[config.mk]
export PLATFORM = sky130hd
export DESIGN_NAME = axi_rd_dma_burst
export DESIGN_NICKNAME = d
export VERILOG_FILES = /design/src/rtl/axi_rd_dma_burst.sv
export SDC_FILE = /design/constraint.sdc
export NUM_CORES = 1
export LEC_CHECK = 0
export BUFFER_PORTS_ARGS = -buffer_cell sky130_fd_sc_hd__buf_2
export CAP_MARGIN = 10
export CORE_MARGIN = 3
export CORE_UTILIZATION = 50
export DETAILED_ROUTE_END_ITERATION = 12
export GPL_TIMING_DRIVEN = 0
export HOLD_SLACK_MARGIN = 0.1
export PLACE_DENSITY_LB_ADDON = 0.1
export SYNTH_ARGS = -nofsm -noshare
export SYNTH_HDL_FRONTEND = slang
export SYNTH_SLANG_ARGS = --single-unit
export TNS_END_PERCENT = 100
[constraint.sdc]
create_clock -name M_AXI_ACLK -period 5.7 [get_ports M_AXI_ACLK]
set_input_delay 1.425 -clock M_AXI_ACLK [delete_from_list [all_inputs] [get_ports M_AXI_ACLK]]
set_output_delay 1.425 -clock M_AXI_ACLK [all_outputs]
set_load 0.03 [all_outputs]
[src/rtl/axi_rd_dma_burst.sv]
// AXI4 read DMA master: splits a rd_len-beat transfer into 4 KB-safe bursts of at
// most MAX_BURST_LEN beats and streams every returned beat into a local memory port.
module axi_rd_dma_burst #(
  parameter int ADDR_WIDTH     = 32,
  parameter int DATA_WIDTH     = 32,
  parameter int ID_WIDTH       = 1,
  parameter int MAX_BURST_LEN  = 16,
  parameter int LEN_WIDTH      = 16,
  parameter int MEM_ADDR_WIDTH = 10
) (
  input  logic                      M_AXI_ACLK,
  input  logic                      M_AXI_ARESET,
  input  logic                      start_dma_r,
  input  logic [ADDR_WIDTH-1:0]     araddr,
  input  logic [LEN_WIDTH-1:0]      rd_len,
  input  logic [MEM_ADDR_WIDTH-1:0] mem_base_waddr,
  output logic                      dma_r_busy,
  output logic                      dma_r_done,
  output logic                      dma_r_err,
  output logic                      wr_en,
  output logic [MEM_ADDR_WIDTH-1:0] wr_addr,
  output logic [DATA_WIDTH-1:0]     wr_data,
  output logic [ID_WIDTH-1:0]       M_AXI_ARID,
  output logic [ADDR_WIDTH-1:0]     M_AXI_ARADDR,
  output logic [7:0]                M_AXI_ARLEN,
  output logic [2:0]                M_AXI_ARSIZE,
  output logic [1:0]                M_AXI_ARBURST,
  output logic                      M_AXI_ARVALID,
  input  logic                      M_AXI_ARREADY,
  input  logic [ID_WIDTH-1:0]       M_AXI_RID,
  input  logic [DATA_WIDTH-1:0]     M_AXI_RDATA,
  input  logic [1:0]                M_AXI_RRESP,
  input  logic                      M_AXI_RLAST,
  input  logic                      M_AXI_RVALID,
  output logic                      M_AXI_RREADY
);

  localparam int BYTES = DATA_WIDTH / 8;
  localparam int OFFS  = $clog2(BYTES);
  // Wide enough to compare rd_len, 4096 and MAX_BURST_LEN without truncation.
  localparam int CW    = (LEN_WIDTH > 13) ? LEN_WIDTH + 1 : 14;

  typedef enum logic [2:0] {
    S_IDLE,
    S_CALC,
    S_ADDR,
    S_DATA,
    S_DONE
  } state_t;

  state_t                    state;
  logic [ADDR_WIDTH-1:0]     addr;
  logic [LEN_WIDTH-1:0]      beats_left;
  logic [MEM_ADDR_WIDTH-1:0] ptr;
  logic [8:0]                blen;
  logic [8:0]                beat_cnt;
  logic [CW-1:0]             to_4k;
  logic [CW-1:0]             blen_calc;
  logic                      last_beat;
  logic                      unused_ok;

  assign M_AXI_ARID    = '0;
  assign M_AXI_ARSIZE  = 3'(OFFS);
  assign M_AXI_ARBURST = 2'b01;

  assign last_beat = (beat_cnt == blen - 9'd1);
  assign unused_ok = ^{M_AXI_RID, araddr[OFFS-1:0], blen_calc[CW-1:9]};

  // NOTE: blen_calc is assigned a default before the conditional overrides, so
  // every path through this block writes it and no latch can be inferred.
  always_comb begin
    to_4k     = CW'((13'd4096 - {1'b0, addr[11:0]}) >> OFFS);
    blen_calc = CW'(MAX_BURST_LEN);
    if (CW'(beats_left) < blen_calc) blen_calc = CW'(beats_left);
    if (to_4k < blen_calc)           blen_calc = to_4k;
  end

  // NOTE: all state and registered outputs use non-blocking assignments so every
  // register samples the values from before this edge, independent of statement order.
  always_ff @(posedge M_AXI_ACLK or posedge M_AXI_ARESET) begin
    if (M_AXI_ARESET) begin
      state         <= S_IDLE;
      addr          <= '0;
      beats_left    <= '0;
      ptr           <= '0;
      blen          <= '0;
      beat_cnt      <= '0;
      dma_r_busy    <= 1'b0;
      dma_r_done    <= 1'b0;
      dma_r_err     <= 1'b0;
      wr_en         <= 1'b0;
      wr_addr       <= '0;
      wr_data       <= '0;
      M_AXI_ARADDR  <= '0;
      M_AXI_ARLEN   <= '0;
      M_AXI_ARVALID <= 1'b0;
      M_AXI_RREADY  <= 1'b0;
    end else begin
      wr_en      <= 1'b0;
      dma_r_done <= 1'b0;
      unique case (state)
        S_IDLE: begin
          if (start_dma_r) begin
            addr       <= {araddr[ADDR_WIDTH-1:OFFS], {OFFS{1'b0}}};
            beats_left <= rd_len;
            ptr        <= mem_base_waddr;
            dma_r_err  <= 1'b0;
            if (rd_len == '0) begin
              state      <= S_DONE;
              dma_r_done <= 1'b1;
            end else begin
              state      <= S_CALC;
              dma_r_busy <= 1'b1;
            end
          end
        end
        S_CALC: begin
          blen          <= blen_calc[8:0];
          M_AXI_ARADDR  <= addr;
          M_AXI_ARLEN   <= 8'(blen_calc - CW'(1));
          M_AXI_ARVALID <= 1'b1;
          state         <= S_ADDR;
        end
        S_ADDR: begin
          if (M_AXI_ARREADY) begin
            M_AXI_ARVALID <= 1'b0;
            M_AXI_RREADY  <= 1'b1;
            beat_cnt      <= '0;
            state         <= S_DATA;
          end
        end
        S_DATA: begin
          if (M_AXI_RVALID) begin
            wr_en    <= 1'b1;
            wr_data  <= M_AXI_RDATA;
            wr_addr  <= ptr;
            ptr      <= ptr + MEM_ADDR_WIDTH'(1);
            beat_cnt <= beat_cnt + 9'd1;
            // Protocol errors are flagged but the beat is still stored.
            if (M_AXI_RRESP != 2'b00 || M_AXI_RLAST != last_beat) dma_r_err <= 1'b1;
            // The burst is closed by our own beat count, not by RLAST.
            if (last_beat) begin
              M_AXI_RREADY <= 1'b0;
              addr         <= addr + (ADDR_WIDTH'(blen) << OFFS);
              beats_left   <= beats_left - LEN_WIDTH'(blen);
              if (beats_left == LEN_WIDTH'(blen)) begin
                state      <= S_DONE;
                dma_r_done <= 1'b1;
                dma_r_busy <= 1'b0;
              end else begin
                state <= S_CALC;
              end
            end
          end
        end
        S_DONE:  state <= S_IDLE;
        default: state <= S_IDLE;
      endcase
    end
  end

endmodule

### Word-level counts from Yosys, hierarchy flattened

Cells that the tools add are included.

* reduce and logical (&&, ||, !) cells: 16
* $add $sub $neg: 7
* mux-type cells: 47
* magnitude comparators: 2
* equal/unequal tests: 13

Operators with widths (count)
* two-way mux 32 bit: 3
* two-way mux 16 bit: 4
* one-hot mux 32 bit (2 select lines): 1
* adder 32 x 11 -> 32 bit: 1
* one-hot mux 16 bit (2 select lines): 1
* two-way mux 9 bit: 3
* two-way mux 10 bit: 2
* one-hot mux 10 bit (2 select lines): 1
* two-way mux 1 bit: 19
* two-way mux 3 bit: 6
* one-hot mux 9 bit (2 select lines): 1
* equality test 16 x 9 -> 1 bit: 1
* logical NOT 16 bit: 1
* < comparator 15 x 16 -> 1 bit: 1
* < comparator 16 x 5 -> 1 bit, second input constant: 1
* AND reduction 4 bit: 4
* subtractor 16 x 9 -> 16 bit: 1
* inequality test 2 bit, second input constant: 7
* subtractor 13 x 12 -> 14 bit, first input constant: 1
* one-hot mux 3 bit (4 select lines): 1
* adder 10 x 1 -> 10 bit, second input constant: 1
* one-hot mux 1 bit (2 select lines): 5
* adder 9 x 1 -> 9 bit, second input constant: 1
* equality test 9 bit: 1
* 11 further kinds: 17

* word-level logic and storage cells: 101
* bits in registers: 167
* input port bits: 99
* output and inout bits: 94

### Longest topological paths before layout

Gate-level depths: netlist of run 1.

* word-level depth: 7
* mapped depth: 20
* mapped depth without buffers: 17

### Worst setup path before layout of run 1

No wires, ideal clock.

* kind: reg-to-reg
* from: reg beats_left[12]
* to: reg M_AXI_ARLEN[4]
* setup time: 0.120 ns
* data arrival time: 4.111 ns
* stages on the path, launching flop included: 21
* data required time: 5.580 ns
* path slack: 1.469 ns
* cell sequence: dfrtp_1 -> or4_1 -> clkbuf_1 -> nor4_4 -> nand2_1 -> inv_2 -> nand2_1 -> ha_1 -> or4b_1 -> a21oi_1 -> and3_1 -> o21a_1 -> buf_4 -> buf_2 -> nor3_1 -> a21oi_1 -> ha_1 -> nor2b_1 -> mux2i_1 -> o31ai_1 -> a31o_2

* cells in the longest elaborated chain, start to end: 5

RTL lines
* start: declaration: line 53 `logic [LEN_WIDTH-1:0] beats_left;`
* start signal: assignment: line 105 `beats_left <= rd_len;`
* start signal: assignment: line 145 `beats_left <= beats_left - LEN_WIDTH'(blen);`
* < comparator 16 x 5 -> 1 bit: line 74 `if (CW'(beats_left) < blen_calc) blen_calc = CW'(beats_left);`
* two-way mux 16 bit (*): line 74
* < comparator 15 x 16 -> 1 bit: line 75 `if (to_4k < blen_calc) blen_calc = to_4k;`
* two-way mux 9 bit (*): line 75
* subtractor 8 x 1 -> 8 bit (*): line 120 `M_AXI_ARLEN <= 8'(blen_calc - CW'(1));`
* end signal: assignment: line 120
* end: declaration: line 25 `output logic [7:0] M_AXI_ARLEN,`

Mark *: on every way between the ends. The rest lies on a longest branch, timed or not.
A chain may end at the register's enable or synchronous reset.

### Worst setup path in the final report of run 1

* from: reg beats_left[10]
* to: reg M_AXI_ARLEN[4]

The elaborated chain is that of the path after synthesis.

==> metrics.csv, run 1 <==
metric;value;unit
status;complete, no violations;
Tmin final;5.06;ns
Routed WL;27800;um
total of max-cap violations;0;
most frequent cells in the layout;nand2_1 (288), buf_2 (186), dfrtp_1 (163), nor2_1 (62), a21oi_1 (56);
WS Path Type;reg -> reg;
worst slew pin tran;0.877;ns
total power;2.95;mW
Syn Area/Cell;8.50;sq um
Max IR drop VDD;218;uV
hold buffer count at CTS;0;
vias post-DR;8668;
post-synthesis sequential area ratio;0.449;
Worst Setup End Kind;flop;
clk root buf;clkbuf_16;
FFs w/ async S/R, synth;1.00;
1st-iter DRT viols;691;
Die Y;141;um
CP Max Fanout;10;
Worst setup SP type;flop;
Die Span X;141;um
post-synth top area cell;dfrtp_1;
Synth area leaders;dfrtp_1 (45%), nand2_1 (12%), ha_1 (4.7%), a21oi_1 (3.1%), o21ai_0 (3.0%);
DRC viols;0;
GRT Total Usage;0.283;
vias in the first global route;8381;
Post-synth EDFFs;0;
Worst slew margin;0.411;
DP HPWL;20500;um
final cell count without fillers;1525;
worst skew pair latency;0.44;ns
Max clock buf depth;2;
drt via density;5.68;
Core Region;17500;sq um
TritonCTS Buffers;17;
dominant synthesized flop cell;dfrtp_1;
Ys Warns;0;
CP arrival;5.39;ns
RD Place Congestion;0.939;
fin util;0.628;
most common cell after layout, fill and taps aside;nand2_1;
initial antenna violation count;0;
Worst Path Required;6.03;ns
drt pass-1 iters;5;
Clock transition at path regs;0.07;ns
RSZ-0062 raised after global routing;no;
share of cells above drive strength 1;0.192;
CTS resizes;0;
# port buffers;181;
Routed WL per cell;18.2;um
Mapped Cells;1069;
area growth from synthesis to final layout;21.4;%
Die Area;19800;sq um
Routed Antenna Nets;0;
Lkg Pwr;5.60;nW
Setup TNS;0;ns
clk sink count;163;
PwrDens;268;nW/um^2
Yosys cell types;70;
Layout Nets;1421;
GRT overflow;0;
Final Slew Violations;0;
fin crit share;0.887;
IO Count;193;
Final Hold Vio Count;0;
largest net degree at the start of global routing;41;
Mapped Area;9080;sq um
Clock Skew;0.0146;ns
CTS tree;built;
post-CTS setup buffers;0;
final setup violation count;0;
Cells after DPL;1491;
Hold/Removal Path Class;reg -> reg;
Yosys reg bits;163;
std cell rows;48;
H-tree depth;4;
share of Yosys cell area claimed by the top area cell type;0.449;
fmax;0.198;GHz
first-pass GRT wire length;44500;um
Starting Density;0.518;
==> registers in the layout (all words and copies together) (netlist names) <==
signal	flops
M_AXI_ARADDR	30
M_AXI_ARLEN	8
M_AXI_ARVALID	1
M_AXI_RREADY	1
addr	30
beat_cnt	9
beats_left	16
blen	9
dma_r_busy	1
dma_r_done	1
dma_r_err	1
ptr	10
state	3
wr_addr	10
wr_data	32
wr_en	1
==> critical path, stage by stage, from the launching register on <==
cell	delay (ns)
dfrtp_1	0.42
or4_1	0.50
clkbuf_1	0.20
nor4_4	0.31
nand2_1	0.22
inv_2	0.17
nand2_1	0.09
ha_1	0.19
or4b_1	0.50
a21oi_1	0.25
and3_1	0.21
o21a_1	0.11
buf_4	0.15
buf_2	0.22
nor3_1	0.06
a21oi_1	0.33
ha_1	0.30
nor2b_1	0.18
mux2i_1	0.21
o31ai_1	0.08
a31o_2	0.23
==> routing by layer <==
metal,vias up,global-route usage,wire [um]
li1,4143,-,-
met5,-,0,0
met1,4146,0.380,12000
met2,331,0.456,13100
met4,0,0.111,774
met3,48,0.0526,1810
==> power breakdown <==
group | internal [mW] | switching, mW | leakage [nW]
Clock | 0.702 | 0.527 | 0.303
Combinational | 0.148 | 0.261 | 3.26
Sequential | 1.24 | 0.0740 | 2.04
==> Yosys cell counts, types with 11 or more instances <==
cell type	instances
xnor2_1	29
dfrtp_1	163
nor3_1	24
o21ai_0	54
nor4_1	13
a21oi_1	56
o22ai_1	13
ha_1	34
nor2_1	62
nand2_1	288
inv_1	20
nand3_1	35
o22a_1	11
and3_1	18
a31oi_1	17
clkbuf_1	48
nand2b_1	11
==> kinds of logic (layout without fill, tap and decap cells) <==
logic type,count (synthesis),in the layout,share of synthesized area
other cells,2,15,0.000827
compound gates,229,229,0.161
mux,4,4,0.00455
buf+inv,90,308,0.0420
xor+xnor,39,39,0.0376
fa+ha+maj,36,36,0.0513
simple gates,506,506,0.254
flops,163,163,0.449
==> area by class of cell <==
cell class              count  area, sq um
clock inverters            15          191
flip-flops and latches    163         4080
fillers                  1603         6520
plain buffers              69          303
inverters                  21         82.6
well taps                 225          282
repair buffers            186          991
clock buffers              17          425
multi-input cells         828         4670
diodes                      1         2.50
==> worst paths after layout <==
kind,startpoint,end,slack (ns),cells after the start
setup / recovery,beats_left[10],M_AXI_ARLEN[4],0.64,20
hold / removal,wr_addr[3],wr_addr[3],0.47,2
setup reg to reg,beats_left[10],M_AXI_ARLEN[4],0.64,20
hold reg to reg,wr_addr[3],wr_addr[3],0.47,2
max in group asynchronous,M_AXI_ARESET,addr[28],3.79,4
min in group asynchronous,M_AXI_ARESET,M_AXI_ARADDR[10],1.05,2
==> stage by stage <==
stage                     worst slack (ns)  instance area (sq um)  hold slack (ns)
after floorplan                       1.47                   9130            0.454
final                                0.644                  11000            0.469
after CTS                            0.706                  11000            0.473
after global placement               0.727                  10300            0.453
after global routing                 0.337                  11000            0.483
after detailed placement             0.717                  10400            0.457
Note: power is estimated with default switching activity, not from simulation.
==> run 2: changes to the inputs <==
--- a/config.mk
+++ b/config.mk
@@ -5,6 +5,7 @@
 export SDC_FILE = /design/constraint.sdc
 export NUM_CORES = 1
 export LEC_CHECK = 0
+export ABC_AREA = 1
 export BUFFER_PORTS_ARGS = -buffer_cell sky130_fd_sc_hd__buf_2
 export CAP_MARGIN = 10
 export CORE_MARGIN = 3
==> constraint.sdc (replaced) <==
create_clock -name M_AXI_ACLK -period 5.75 [get_ports M_AXI_ACLK]
set_input_delay 1.4375 -clock M_AXI_ACLK [delete_from_list [all_inputs] [get_ports M_AXI_ACLK]]
set_output_delay 1.4375 -clock M_AXI_ACLK [all_outputs]
set_load 0.03 [all_outputs]
==> run 2 against run 1 <==
  * Critical endpoint unchanged
  * Non-clock buffer count shrank 20
  * Register-to-register slack gained 1.7 ns
  * Global-route usage shrank 1.8 points
  * Clock-buffer cell count grew 4
  * Power grew to 2.6 times the previous value
  * Sequential power grew 63%
  * Final cell count grew 5.8%
  * Sequential share of layout area shrank 0.31 points
  * Largest cell class unchanged
  * First-iteration DRC count shrank 21%
==> metrics.csv, run 2 <==
metric;value;unit;change
Die Y;142;um;was 141 um
CTS tree;built;;unchanged
H-tree depth;4;;unchanged
CP max-delay cell;dfrtp_1;;was or4_1
PwrDens;688;nW/um^2;was 268 nW/um^2
most frequent cells in the layout;nand2_1 (300), buf_2 (185), dfrtp_1 (163), inv_1 (117), o21ai_0 (110);;was nand2_1 (288), buf_2 (186), dfrtp_1 (163), nor2_1 (62), a21oi_1 (56)
Sw Ratio;0.504;;was 0.292
layout filler cell count;1632;;was 1,603
Worst Path Required;6.06;ns;was 6.03 ns
CTS resizes;0;;unchanged
RSZ-0062 raised after global routing;no;;unchanged
crit path buf inv count;2;;was 4
clk root buf;clkbuf_16;;unchanged
Hold WS;0.466;ns;was 0.469 ns
sequential share of power;0.280;;was 0.445
worst slew pin tran;0.804;ns;was 0.877 ns
Tmin final;3.42;ns;was 5.06 ns
WHS Path Cells;2;;unchanged
clk sink count;163;;unchanged
most frequent CP cell;nand2_1;;
Routed WL per cell;16.2;um;was 18.2 um
initial antenna violation count;0;;unchanged
net switching power figure;3.86;mW;was 861 uW
top post-synthesis cells by count;nand2_1 (300), dfrtp_1 (163), inv_1 (118), o21ai_0 (110), nor2_1 (98);;was nand2_1 (288), dfrtp_1 (163), nor2_1 (62), a21oi_1 (56), o21ai_0 (54)
largest net degree at the start of global routing;42;;was 41
DP HPWL;19800;um;was 20,500 um
total of max-cap violations;0;;unchanged
GRT Total Usage;0.265;;was 0.283
TritonCTS Buffers;17;;unchanged
CP arrival;3.72;ns;was 5.39 ns
part of the power in combinational logic;0.568;;was 0.139
most common cell in the netlist;nand2_1;;unchanged
Yosys reg bits;163;;unchanged
first-pass GRT wire length;42600;um;was 44,500 um
# port buffers;181;;unchanged
max reg flops;32;;unchanged
vias in the first global route;8388;;was 8,381
Max clock buf depth;2;;unchanged
share of Yosys cell area claimed by the top area cell type;0.444;;was 0.449
Most flops, register;wr_data;;unchanged
Final Hold Vio Count;0;;unchanged
RD Place Congestion;0.931;;was 0.939
WS Path Type;reg -> reg;;unchanged
share of cells above drive strength 1;0.191;;was 0.192
Post-synth EDFFs;0;;unchanged
Hold/Removal Path Class;reg -> reg;;unchanged
Mapped Cells;1160;;was 1,069
Final Slew Violations;0;;unchanged
Synth area leaders;dfrtp_1 (44%), nand2_1 (12%), o21ai_0 (6.0%), inv_1 (4.8%), ha_1 (4.6%);;was dfrtp_1 (45%), nand2_1 (12%), ha_1 (4.7%), a21oi_1 (3.1%), o21ai_0 (3.0%)
top flop regs;wr_data (32), M_AXI_ARADDR (30), addr (30);;unchanged
dominant synthesized flop cell;dfrtp_1;;unchanged
Syn Area/Cell;7.92;sq um;was 8.50 sq um
Max IR drop VDD;341;uV;was 218 uV
Layout Nets;1512;;was 1,421
Die Span X;142;um;was 141 um
cell-internal power;3.79;mW;was 2.09 mW
Inserted Diodes;0;;was 1
post-CTS setup buffers;0;;unchanged
Die Area;20000;sq um;was 19,800 sq um
status;complete, no violations;;unchanged
crit-path leading delay family;simple AND/OR/NAND/NOR gates;;unchanged
drt via density;5.36;;was 5.68
reg2reg end;M_AXI_ARLEN[4];;unchanged
Clock Skew;0.00683;ns;was 0.0146 ns
hold buffer count at CTS;0;;unchanged
R2R Path Start;addr[2];;was beats_left[10]
std cell rows;48;;unchanged
post-synthesis sequential area ratio;0.444;;was 0.449
post-synth top area cell;dfrtp_1;;unchanged
worst-path cell chain;nor3_1 > nand3_1 > nor2_1 > nand2_1 > xor2_1 > inv_1 > ha_1 > a21o_1 > a21oi_1 > nand2_2 > nand2_1 > nand2_1 > ha_1 > nand2_1 > inv_1 > nand3_1 > nand3_1;;was or4_1 > clkbuf_1 > nor4_4 > nand2_1 > inv_2 > nand2_1 > ha_1 > or4b_1 > a21oi_1 > and3_1 > o21a_1 > buf_4 > buf_2 > nor3_1 > a21oi_1 > ha_1 > nor2b_1 > mux2i_1 > o31ai_1 > a31o_2
vias post-DR;8659;;was 8,668
total power;7.65;mW;was 2.95 mW
Worst Setup End Kind;flop;;unchanged
clock power share;0.152;;was 0.417
DRC viols;0;;unchanged
Setup TNS;0;ns;unchanged
Routed WL;26200;um;was 27,800 um
Mapped Area;9190;sq um;was 9080 sq um
Lkg Pwr;5.60;nW;about the same
Ys Warns;0;;unchanged
Clock transition at path regs;0.07;ns;about the same
1st-iter DRT viols;544;;was 691
GRT overflow;0;;unchanged
IO Count;193;;unchanged
Routed Antenna Nets;0;;unchanged
r2r worst-path depth;17;;was 20
fin crit share;0.594;;was 0.887
Worst Hold Endpoint;wr_data[13];;was wr_addr[3]
R2R Setup Slk;2.33;ns;was 0.64 ns
Starting Density;0.520;;was 0.518
hold_sp;wr_data[13];;was wr_addr[3]
Worst setup SP type;flop;;unchanged
Worst slew margin;0.462;;was 0.411
worst skew pair latency;0.44;ns;about the same
most common cell after layout, fill and taps aside;nand2_1;;unchanged
drt pass-1 iters;7;;was 5
final setup violation count;0;;unchanged
Yosys cell types;52;;was 70
FFs w/ async S/R, synth;1.00;;unchanged
Core Region;17700;sq um;was 17,500 sq um
slowest cell delay on critical path;0.42;ns;was 0.50 ns
fmax;0.293;GHz;was 0.198 GHz
area growth from synthesis to final layout;21.0;%;was 21.4%
CP Max Fanout;10;;unchanged
run 2: power groups by stage:
stage	Clock (mW)	Sequential [mW]	Combinational, mW
4_1_cts	1.17	2.13	4.34
6_report	1.16	2.14	4.35
3_5_place_dp	0	2.13	4.31
2_1_floorplan	0	2.60	2.63
3_3_place_gp	0	2.12	4.22
5_1_grt	1.21	2.21	4.86
run 2: worst max-delay path by stage:
stage	startpoint	slack [ns]	end	cells past startpoint
final	addr[2]	2.33	M_AXI_ARLEN[4]	17
after global routing	addr[2]	1.97	M_AXI_ARLEN[6]	17
after CTS	addr[2]	2.39	M_AXI_ARLEN[6]	17
after detailed placement	M_AXI_RVALID	2.43	wr_data[19]	8
after global placement	M_AXI_ARESET	1.13	wr_data[30]	2
after floorplan	M_AXI_ARESET	2.24	M_AXI_ARADDR[10]	1
run 2: worst min-delay path, cell delays in order (launching register included):
cell and delay [ns]:
dfrtp_1 0.34, nand2_1 0.05, nand2_1 0.04
run 2: cells by family (layout without fill, tap and decap cells):
logic type	Yosys count	count (layout)	share of synthesized area
compound gates	242	242	0.157
xor+xnor	45	45	0.0429
fa+ha+maj	36	36	0.0507
buf+inv	173	390	0.0778
flops	163	163	0.444
other cells	2	14	0.000818
simple gates	499	499	0.227
run 2: stage by stage:
stage	instances	util	setup WS, ns	instance area (sq um)
2_1_floorplan	1172	-	2.24	9230
3_3_place_gp	1578	0.590	1.13	10400
3_5_place_dp	1583	0.596	2.43	10500
4_1_cts	1614	0.629	2.39	11100
5_1_grt	1614	0.629	1.97	11100
6_report	1614	0.629	2.33	11100
run 2: layout make-up:
| class | count | area (sq um) | area share |
|---|---|---|---|
| flip-flops and latches | 163 | 4080 | 0.367 |
| well taps | 225 | 282 | 0.0253 |
| multi-input cells | 836 | 4440 | 0.399 |
| repair buffers | 186 | 1010 | 0.0912 |
| clock inverters | 10 | 125 | 0.0113 |
| clock buffers | 21 | 460 | 0.0414 |
| plain buffers | 49 | 249 | 0.0224 |
| inverters | 124 | 469 | 0.0422 |
run 2: per-layer routing:
| layer | global-route usage | routed length (um) | vias to the layer above |
|---|---|---|---|
| met5 | 0 | 0 | - |
| met4 | 0.0742 | 508 | 0 |
| met3 | 0.0526 | 1800 | 36 |
| met2 | 0.431 | 12200 | 328 |
| met1 | 0.363 | 11700 | 4054 |
| li1 | - | - | 4241 |
